==> config.mk <==
export PLATFORM = sky130hd
export DESIGN_NAME = jts16_snd_mailbox
export DESIGN_NICKNAME = d
export VERILOG_FILES = /design/src/rtl/jts16_snd_mailbox.sv
export SDC_FILE = /design/constraint.sdc
export NUM_CORES = 1
export LEC_CHECK = 0
export ABC_AREA = 1
export CAP_MARGIN = 20
export CORE_AREA = 2 2 85 87
export CTS_CLUSTER_DIAMETER = 30
export CTS_CLUSTER_SIZE = 30
export DETAILED_ROUTE_END_ITERATION = 7
export DIE_AREA = 0 0 87 89
export GPL_TIMING_DRIVEN = 1
export PLACE_DENSITY_LB_ADDON = 0.25
export SLEW_MARGIN = 20
export SYNTH_ARGS = -nofsm -noshare
export SYNTH_HDL_FRONTEND = slang
export SYNTH_SLANG_ARGS = --single-unit
==> constraint.sdc <==
create_clock -name clk -period 2.5 [get_ports clk]
set_clock_uncertainty 0.05 [all_clocks]
set_input_delay 0.75 -clock clk [delete_from_list [all_inputs] [get_ports clk]]
set_output_delay 0.75 -clock clk [all_outputs]
set_load 0.01 [all_outputs]
==> src/rtl/jts16_snd_mailbox.sv <==
// rtl/jts16_snd_mailbox.sv - Sound-CPU end of the main-to-sound command FIFO with NMI pacing.
// Optional status port enabled by defining JTS16_MBOX_STATUS_EN.
module jts16_snd_mailbox #(
    parameter int         DW_LOG2  = 2,
    parameter int         NMI_GAP  = 4,
    parameter logic [1:0] PORT_SEL = 2'b11
) (
    input  logic       clk,
    input  logic       rst,
    input  logic [7:0] snd_latch,
    input  logic       snd_irqn,
    output logic       snd_ack,
    input  logic [7:0] z_addr,
    input  logic       z_iorq_n,
    input  logic       z_rd_n,
    input  logic       z_m1_n,
    output logic [7:0] z_dout,
    output logic       nmi_n
);
    localparam int DEPTH = 1 << DW_LOG2;
    localparam int CW    = DW_LOG2 + 1;
    localparam int GW    = (NMI_GAP < 1) ? 1 : $clog2(NMI_GAP + 1);
    localparam logic [DW_LOG2-1:0] PTR_ONE  = 1;
    localparam logic [CW-1:0]      CNT_ONE  = 1;
    localparam logic [CW-1:0]      CNT_FULL = CW'(DEPTH);
    localparam logic [GW-1:0]      GAP_ONE  = 1;
    localparam logic [GW-1:0]      GAP_LOAD = GW'(NMI_GAP);

    typedef enum logic [1:0] {ST_IDLE, ST_ASSERT, ST_GAP} state_t;

    logic [7:0]         r_mem [DEPTH];
    logic [DW_LOG2-1:0] r_wptr, r_rptr;
    logic [CW-1:0]      r_count;
    logic               r_ovf, r_ack, r_irqn, r_rd, r_rd_d, r_addr0;
    logic [7:0]         r_dout;
    state_t             r_state;
    logic [GW-1:0]      r_gap;

    logic          w_rd_act, w_fire, w_push, w_push_ok, w_pop, w_stat_rd;
    logic          w_full, w_empty;
    logic [CW-1:0] w_count_nx;
    logic [7:0]    w_status;
    state_t        w_state_nx;
    logic [GW-1:0] w_gap_nx;
    logic          w_unused_addr;

    assign w_rd_act  = ~z_iorq_n & ~z_rd_n & z_m1_n & (z_addr[7:6] == PORT_SEL);
    assign w_fire    = r_rd & ~r_rd_d;
    assign w_push    = r_irqn & ~snd_irqn;
    assign w_full    = (r_count == CNT_FULL);
    assign w_empty   = (r_count == '0);
    assign w_pop     = w_fire & ~r_addr0 & ~w_empty;
    // A pop in the same clk frees the slot the push needs, so a full FIFO still accepts it
    assign w_push_ok = w_push & (~w_full | w_pop);
    assign w_stat_rd = w_fire & r_addr0;
    assign w_unused_addr = ^z_addr[5:1];

`ifdef JTS16_MBOX_STATUS_EN
    assign w_status = {w_full, w_empty, r_ovf, 2'b00, 3'(r_count)};
`else
    logic w_unused_ovf;
    assign w_unused_ovf = r_ovf | w_stat_rd;
    assign w_status     = 8'hFF;
`endif

    always_comb begin
        w_count_nx = r_count;
        if (w_push_ok && !w_pop)
            w_count_nx = r_count + CNT_ONE;
        else if (!w_push_ok && w_pop)
            w_count_nx = r_count - CNT_ONE;
    end

    always_ff @(posedge clk or posedge rst) begin
        if (rst) begin
            for (int i = 0; i < DEPTH; i++)
                r_mem[i] <= 8'h00;
            r_wptr  <= '0;
            r_rptr  <= '0;
            r_count <= '0;
            r_ovf   <= 1'b0;
            r_ack   <= 1'b1;
            r_irqn  <= 1'b1;
            r_rd    <= 1'b0;
            r_rd_d  <= 1'b0;
            r_addr0 <= 1'b0;
            r_dout  <= 8'hFF;
        end else begin
            r_irqn  <= snd_irqn;
            r_rd    <= w_rd_act;
            r_rd_d  <= r_rd;
            r_addr0 <= z_addr[0];
            if (w_push_ok) begin
                r_mem[r_wptr] <= snd_latch;
                r_wptr        <= r_wptr + PTR_ONE;
            end
            if (w_pop)
                r_rptr <= r_rptr + PTR_ONE;
            r_count <= w_count_nx;
            r_ack   <= ~w_full;
            if (w_fire)
                r_dout <= r_addr0 ? w_status : (w_empty ? 8'hFF : r_mem[r_rptr]);
`ifdef JTS16_MBOX_STATUS_EN
            if (w_stat_rd)
                r_ovf <= 1'b0;
`endif
            if (w_push && !w_push_ok)
                r_ovf <= 1'b1;
        end
    end

    always_comb begin
        w_state_nx = r_state;
        w_gap_nx   = r_gap;
        case (r_state)
            ST_IDLE: begin
                if (!w_empty)
                    w_state_nx = ST_ASSERT;
            end
            ST_ASSERT: begin
                if (w_pop) begin
                    if (w_count_nx != '0) begin
                        w_state_nx = ST_GAP;
                        w_gap_nx   = GAP_LOAD;
                    end else begin
                        w_state_nx = ST_IDLE;
                    end
                end
            end
            ST_GAP: begin
                // Leaving on the clk the counter reaches 0 keeps nmi_n high for exactly NMI_GAP clks
                if (r_gap <= GAP_ONE) begin
                    w_gap_nx   = '0;
                    w_state_nx = w_empty ? ST_IDLE : ST_ASSERT;
                end else begin
                    w_gap_nx = r_gap - GAP_ONE;
                end
            end
            default: w_state_nx = ST_IDLE;
        endcase
    end

    always_ff @(posedge clk or posedge rst) begin
        if (rst) begin
            r_state <= ST_IDLE;
            r_gap   <= '0;
        end else begin
            r_state <= w_state_nx;
            r_gap   <= w_gap_nx;
        end
    end

    assign snd_ack = r_ack;
    assign z_dout  = r_dout;
    assign nmi_n   = (r_state != ST_ASSERT);
endmodule

Word-level counts from Yosys, hierarchy flattened:

Cells that the tools add are included.

* add/sub/neg operators: 5
* bitwise logic cells: 18
* equal/unequal tests: 9
* muxes and demuxes: 20
* $lt $le $gt $ge: 4
* reduce and logical (&&, ||, !) cells: 11

Operators by type and width (count)
* $mux W8: 5
* $bwmux W32: 1
* $bmux W8 S2: 1
* $demux W8 S2: 1
* $mux W3: 5
* $and A1 B1 Y1: 8
* $mux W2: 4
* $ne A2 B2 Y1 const B: 4
* $not A1 Y1: 7
* $ge A3 B3 Y1 const B: 2
* $not A2 Y3: 2
* $pmux W2 S3: 1
* $pmux W3 S2: 1
* $reduce_and A3 Y1: 2
* $sub A3 B1 Y3 const B: 2
* $add A2 B1 Y2 const B: 2
* $eq A2 B2 Y1 const B: 2
* $add A3 B1 Y3 const B: 1
* $eq A3 B3 Y1 const B: 1
* $le A3 B1 Y1 const B: 1
* $logic_and A1 B1 Y1: 3
* $logic_not A3 Y1: 1
* $lt A3 B1 Y1 const B: 1
* $reduce_bool A3 Y1: 1
* other kinds (7): 8

* word-level logic and storage cells: 82
* bits in registers: 57
* input port bits: 22
* output and inout bits: 10

Logic depth before layout (Yosys ltp):

Gate-level depths: netlist (run 1).

* word-level depth: 14
* depth in mapped cells: 13
* mapped depth without buffers: 13

Least setup slack after synthesis (run 1):

OpenSTA, ideal clock, no wires.

* kind: input-to-reg
* start: in snd_irqn
* end: reg r_gap[2]
* library setup time: 117 ps
* buffers on the path: 0
* data arrival time: 1539 ps
* cell stages on the path: 10
* slack: 794 ps
* cells stage by stage: nor2_4 inv_1 nand3_2 nand2_1 nand2_1 nand2_2 nor2_4 nand3_2 nand4_1 nand2_1

* longest elaborated chain between the ends: 10
* elaborated cells on any way between the ends: 11
* those cells by class: eq/ne (1); mux (2); bitwise (3); reduce/logical (5)

RTL lines
* from (decl): line 11 `input logic snd_irqn,`
* $not A1 Y1 *: line 49 `assign w_push = r_irqn & ~snd_irqn;`
* $and A1 B1 Y1 *: line 49
* $and A1 B1 Y1 *: line 54 `assign w_push_ok = w_push & (~w_full | w_pop);`
* $logic_not A1 Y1
* $logic_and A1 B1 Y1: line 70 `else if (!w_push_ok && w_pop)`
* $mux W3: line 70
* $mux W3 *: line 68 `if (w_push_ok && !w_pop)`
* named net w_count_nx[1]: line 41 `logic [CW-1:0] w_count_nx;`
* $reduce_bool A3 Y1 *: line 122 `if (w_count_nx != '0) begin`
* $ne A2 B2 Y1 (no source line) *
* $reduce_and A3 Y1 (no source line) *
* to (signal assigned): line 149 `r_gap <= w_gap_nx;`
* to (decl): line 37 `logic [GW-1:0] r_gap;`

Mark *: on every way through the listed nets, which the timed path passes. The rest lies on a longest branch.
A chain may end at the register's enable or synchronous reset.

Final worst setup path (run 1):

* start: reg r_state[0]
* end: out nmi_n

* longest elaborated chain between the ends: 1

RTL lines
* from (decl): line 36 `state_t r_state;`
* from (signal assigned): line 148 `r_state <= w_state_nx;`
* $ne A2 B1 Y1: line 155 `assign nmi_n = (r_state != ST_ASSERT);`
* to (decl): line 18 `output logic nmi_n`

No other way between the ends.

==> metrics.md, run 1 <==
| Metric | Value |
|---|---|
| Run status | `complete, no violations` |
| Syn-to-layout area delta | `20.49%` |
| Final nets | `348` |
| Startpoint types | `register` |
| Sink Count | `57` |
| Primary FF master, synth | `dfrtp_1` |
| Top delay family on crit path | `buffers and inverters` |
| H-tree levels | `3` |
| Post-synthesis cell type count | `31` |
| Max VDD drop | `533.2 uV` |
| Max Buffers Root-to-Sink | `2` |
| Crit share post-route | `95.38%` |
| Die ar. | `7743 um^2` |
| Hold Crit Start | `r_rd` |
| Core area | `6719 um^2` |
| Arrival @ worst endpoint | `1.58 ns` |
| Worst Hold Class | `reg2reg` |
| RSZ-0062 raised after global routing | `no` |
| Io pins | `32` |
| Layout cells sized above 1 | `16.46%` |
| Worst Hold Path Cells | `0` |
| Synthesized cell area | `2730 um^2` |
| Routed WL | `5.270 mm` |
| Initial core utilization | `40.63%` |
| FMAX | `419.4 MHz` |
| First-pass GRT wire length | `9.397 mm` |
| Total Power | `3.601 mW` |
| Post-synth EDFFs | `0` |
| Detailed Place HPWL | `3.692 mm` |
| Largest net degree at the start of global routing | `26` |
| Worst R2R Path Depth | `12` |
| Final Max Slew Viols | `0` |
| N_diodes | `0` |
| Syn Area/Cell | `9.613 um^2` |
| Post-CTS Resized | `0` |
| CP required | `1.70 ns` |
| Post-Route Setup TNS | `0 ns` |
| Die width | `87 um` |
| Vias in the first global route | `2011` |
| Initial antenna violation count | `0` |
| R2R setup slack | `0.67 ns` |
| Final setup viols | `0` |
| Pleak | `1.594 nW` |
| Cell taking the most area after synthesis | `dfrtp_1` |
| Synth top area share | `43.08%` |
| Crit path buffers/inverters | `3` |
| Post-CTS Hold Buffers | `0` |
| Clock Latency Late Sink | `0.34 ns` |
| R2R Path Start | `r_count[0]` |
| Syn Nets | `315` |
| GRT overflow | `0` |
| Critical Path Fanout Max | `4` |
| CTS tree | `yes` |
| Vias per inst | `4.888` |
| Gate Count Post-Synth | `284` |
| Final GP Congestion | `0.7763` |
| Rel. slew slack | `65.01%` |
| Area after DPL | `3082 um^2` |
| Yosys warnings | `0` |
| Avg WL per Cell | `13.11 um` |
| FFs w/ async S/R, synth | `100.0%` |
| Crit path cell chain | `inv_1 > nor2_1 > inv_1 > clkdlybuf4s50_1` |
| Die height | `89 um` |
| Sequential fraction of the synthesis area | `52.70%` |
| Global-route usage over all layers | `16.06%` |
| Row count | `30` |
| Postcts setup bufs | `0` |
| Final Instance Area | `3289 um^2` |
| Fin. Hold Viols | `0` |
| Slowest cell on crit path | `clkdlybuf4s50_1` |
| Crit-path most repeated cell | `inv_1` |
| Drt drc | `0` |
| Reg2Reg Capture Point | `r_gap[1]` |
| Worst Setup End Kind | `output pin` |
| I/O Buffers | `26` |
| FF+latch count, synth | `57` |
| Setup crit start | `r_state[0]` |
| Count leader, synth | `nand2_1` |
| Critical path class | `reg2out` |
| Worst-margin pin slew | `0.5248 ns` |
| Antenna-violating nets left | `0` |
| Max Cap Viol | `0` |
| Reg clk slew, reported paths | `0.06 ns` |
| CP max stage delay | `0.50 ns` |
| Period minus WS final | `2.385 ns` |
| Total CTS buffers | `9` |
| Via count | `1965` |
| Final hold slack | `0.3357 ns` |
| Hold Crit Endpoint | `r_rd_d` |
| Root Buffer | `clkbuf_8` |
| DRT iter0 DRCs | `89` |
| Largest cells by area after synthesis | `dfrtp_1 43%, dfstp_2 9.6%, nand2_1 7.4%, o21ai_1 5.3%, inv_1 4.7%` |
| DR pass1 iterations | `4` |
| Power Density | `1095 nW/um^2` |
| Top cells by count, synth | `54 x nand2_1, 47 x dfrtp_1, 34 x inv_1` |
metrics by stage:
step                worst slack [ns]  cells  utilization, %
CTS                          0.08879    402           48.96
floorplan                     0.3169    284               -
detailed placement            0.1047    386           45.87
global placement              0.1245    386           45.87
global route               0.0001356    402           48.96
finish                        0.1155    402           48.96
metal layers:
layer | wire (um) | GRT usage [%] | part of all wire, % | vias up
li1 | - | - | - | 993
met1 | 2411 | 20.67 | 46 | 926
met2 | 2527 | 25.75 | 48 | 36
met3 | 224 | 3.878 | 4.3 | 10
met4 | 107 | 7.386 | 2.0 | 0
met5 | 0 | 0 | 0 | -
state kept, by name, summed over array words and instances (netlist names):
name,cells
r_addr0,1
r_count,3
r_gap,3
r_irqn,1
r_mem,32
r_rd,1
r_rd_d,1
r_rptr,2
r_state,2
r_wptr,2
snd_ack,1
z_dout,8
area by class of cell:
class                      count  area [um^2]
fill                         636         3430
clock buffer                  14        172.7
timing repair buffer          30        315.3
multi-input combinational    182         1086
inverter                      37        141.4
tap                           80        100.1
sequential                    57         1439
clock inverter                 2        35.03
where the power goes:
part           switching (mW)  internal (mW)
logic                   0.634          0.512
clock network           0.350          0.541
registers               0.234           1.33
total                    1.22           2.38
kinds of logic (layout without fill, tap and decap cells):
| logic type | count (synthesis) | in the layout | synth area share, % |
|---|---|---|---|
| XOR/XNOR | 4 | 4 | 1.283 |
| AND/OR/NAND/NOR | 97 | 97 | 18.33 |
| flip-flops | 57 | 57 | 52.70 |
| adder cells (fa/ha/maj) | 9 | 9 | 4.125 |
| AO/OA/AOI/OAI | 65 | 65 | 13.47 |
| buffers and inverters | 45 | 83 | 7.515 |
| multiplexers | 7 | 7 | 2.567 |
placed cells by master (no fill, tap or decap):
master and n:
xnor2_1 1, o21ai_2 3, clkbuf_8 12, a21oi_1 3
clkinv_1 1, xor2_1 3, nand3_1 6, nand2_2 3
or2_2 2, nor2_1 16, nand4_1 1, o21ai_0 21
nand2_1 54, inv_1 33, clkdlybuf4s50_1 26, buf_12 2
dfrtp_1 47, nor3_1 1, mux2i_1 7, dfstp_2 10
o21ai_1 29, nand3_4 2, inv_2 2, nand2_4 5
bufinv_16 1, ha_1 9, nand3_2 3, nor2_4 3
clkinv_2 1, o211ai_1 2, buf_4 2, inv_4 1
clkbuf_1 2, o221ai_1 7, nor3_2 1
how the worst max path moves through the flow:
stage	end	slack (ns)	cells after the start
after floorplan	r_addr0	0.32	1
after global placement	r_gap[2]	0.12	11
after detailed placement	r_gap[1]	0.10	11
after CTS	nmi_n	0.09	4
after global routing	nmi_n	0.0001	4
final	nmi_n	0.12	4
(Power assumes the default switching activity.)
==> run 2: changes to the inputs <==
Settings changed: MAX_ROUTING_LAYER set to met4.
==> results of run 2 <==
Final layout, timing and power as in run 1 (identical DEF).
Among the figures that moved: final weighted congestion in routability-driven placement 0.7763 -> 0.7869; via count of the first global-routing pass 2011 -> 2013; overall routing resource usage 16.06% -> 16.56%; violation count after the first detailed-route iteration 89 -> 96
==> run 3: changes to the inputs <==
Settings changed: ABC_CLOCK_PERIOD_IN_PS set to 2500.
==> results of run 3 <==
Final layout, timing and power as in run 1 (identical DEF).
Among the figures that moved: final weighted congestion in routability-driven placement 0.7763 -> 0.7869; via count of the first global-routing pass 2011 -> 2013; overall routing resource usage 16.06% -> 16.56%; violation count after the first detailed-route iteration 89 -> 96
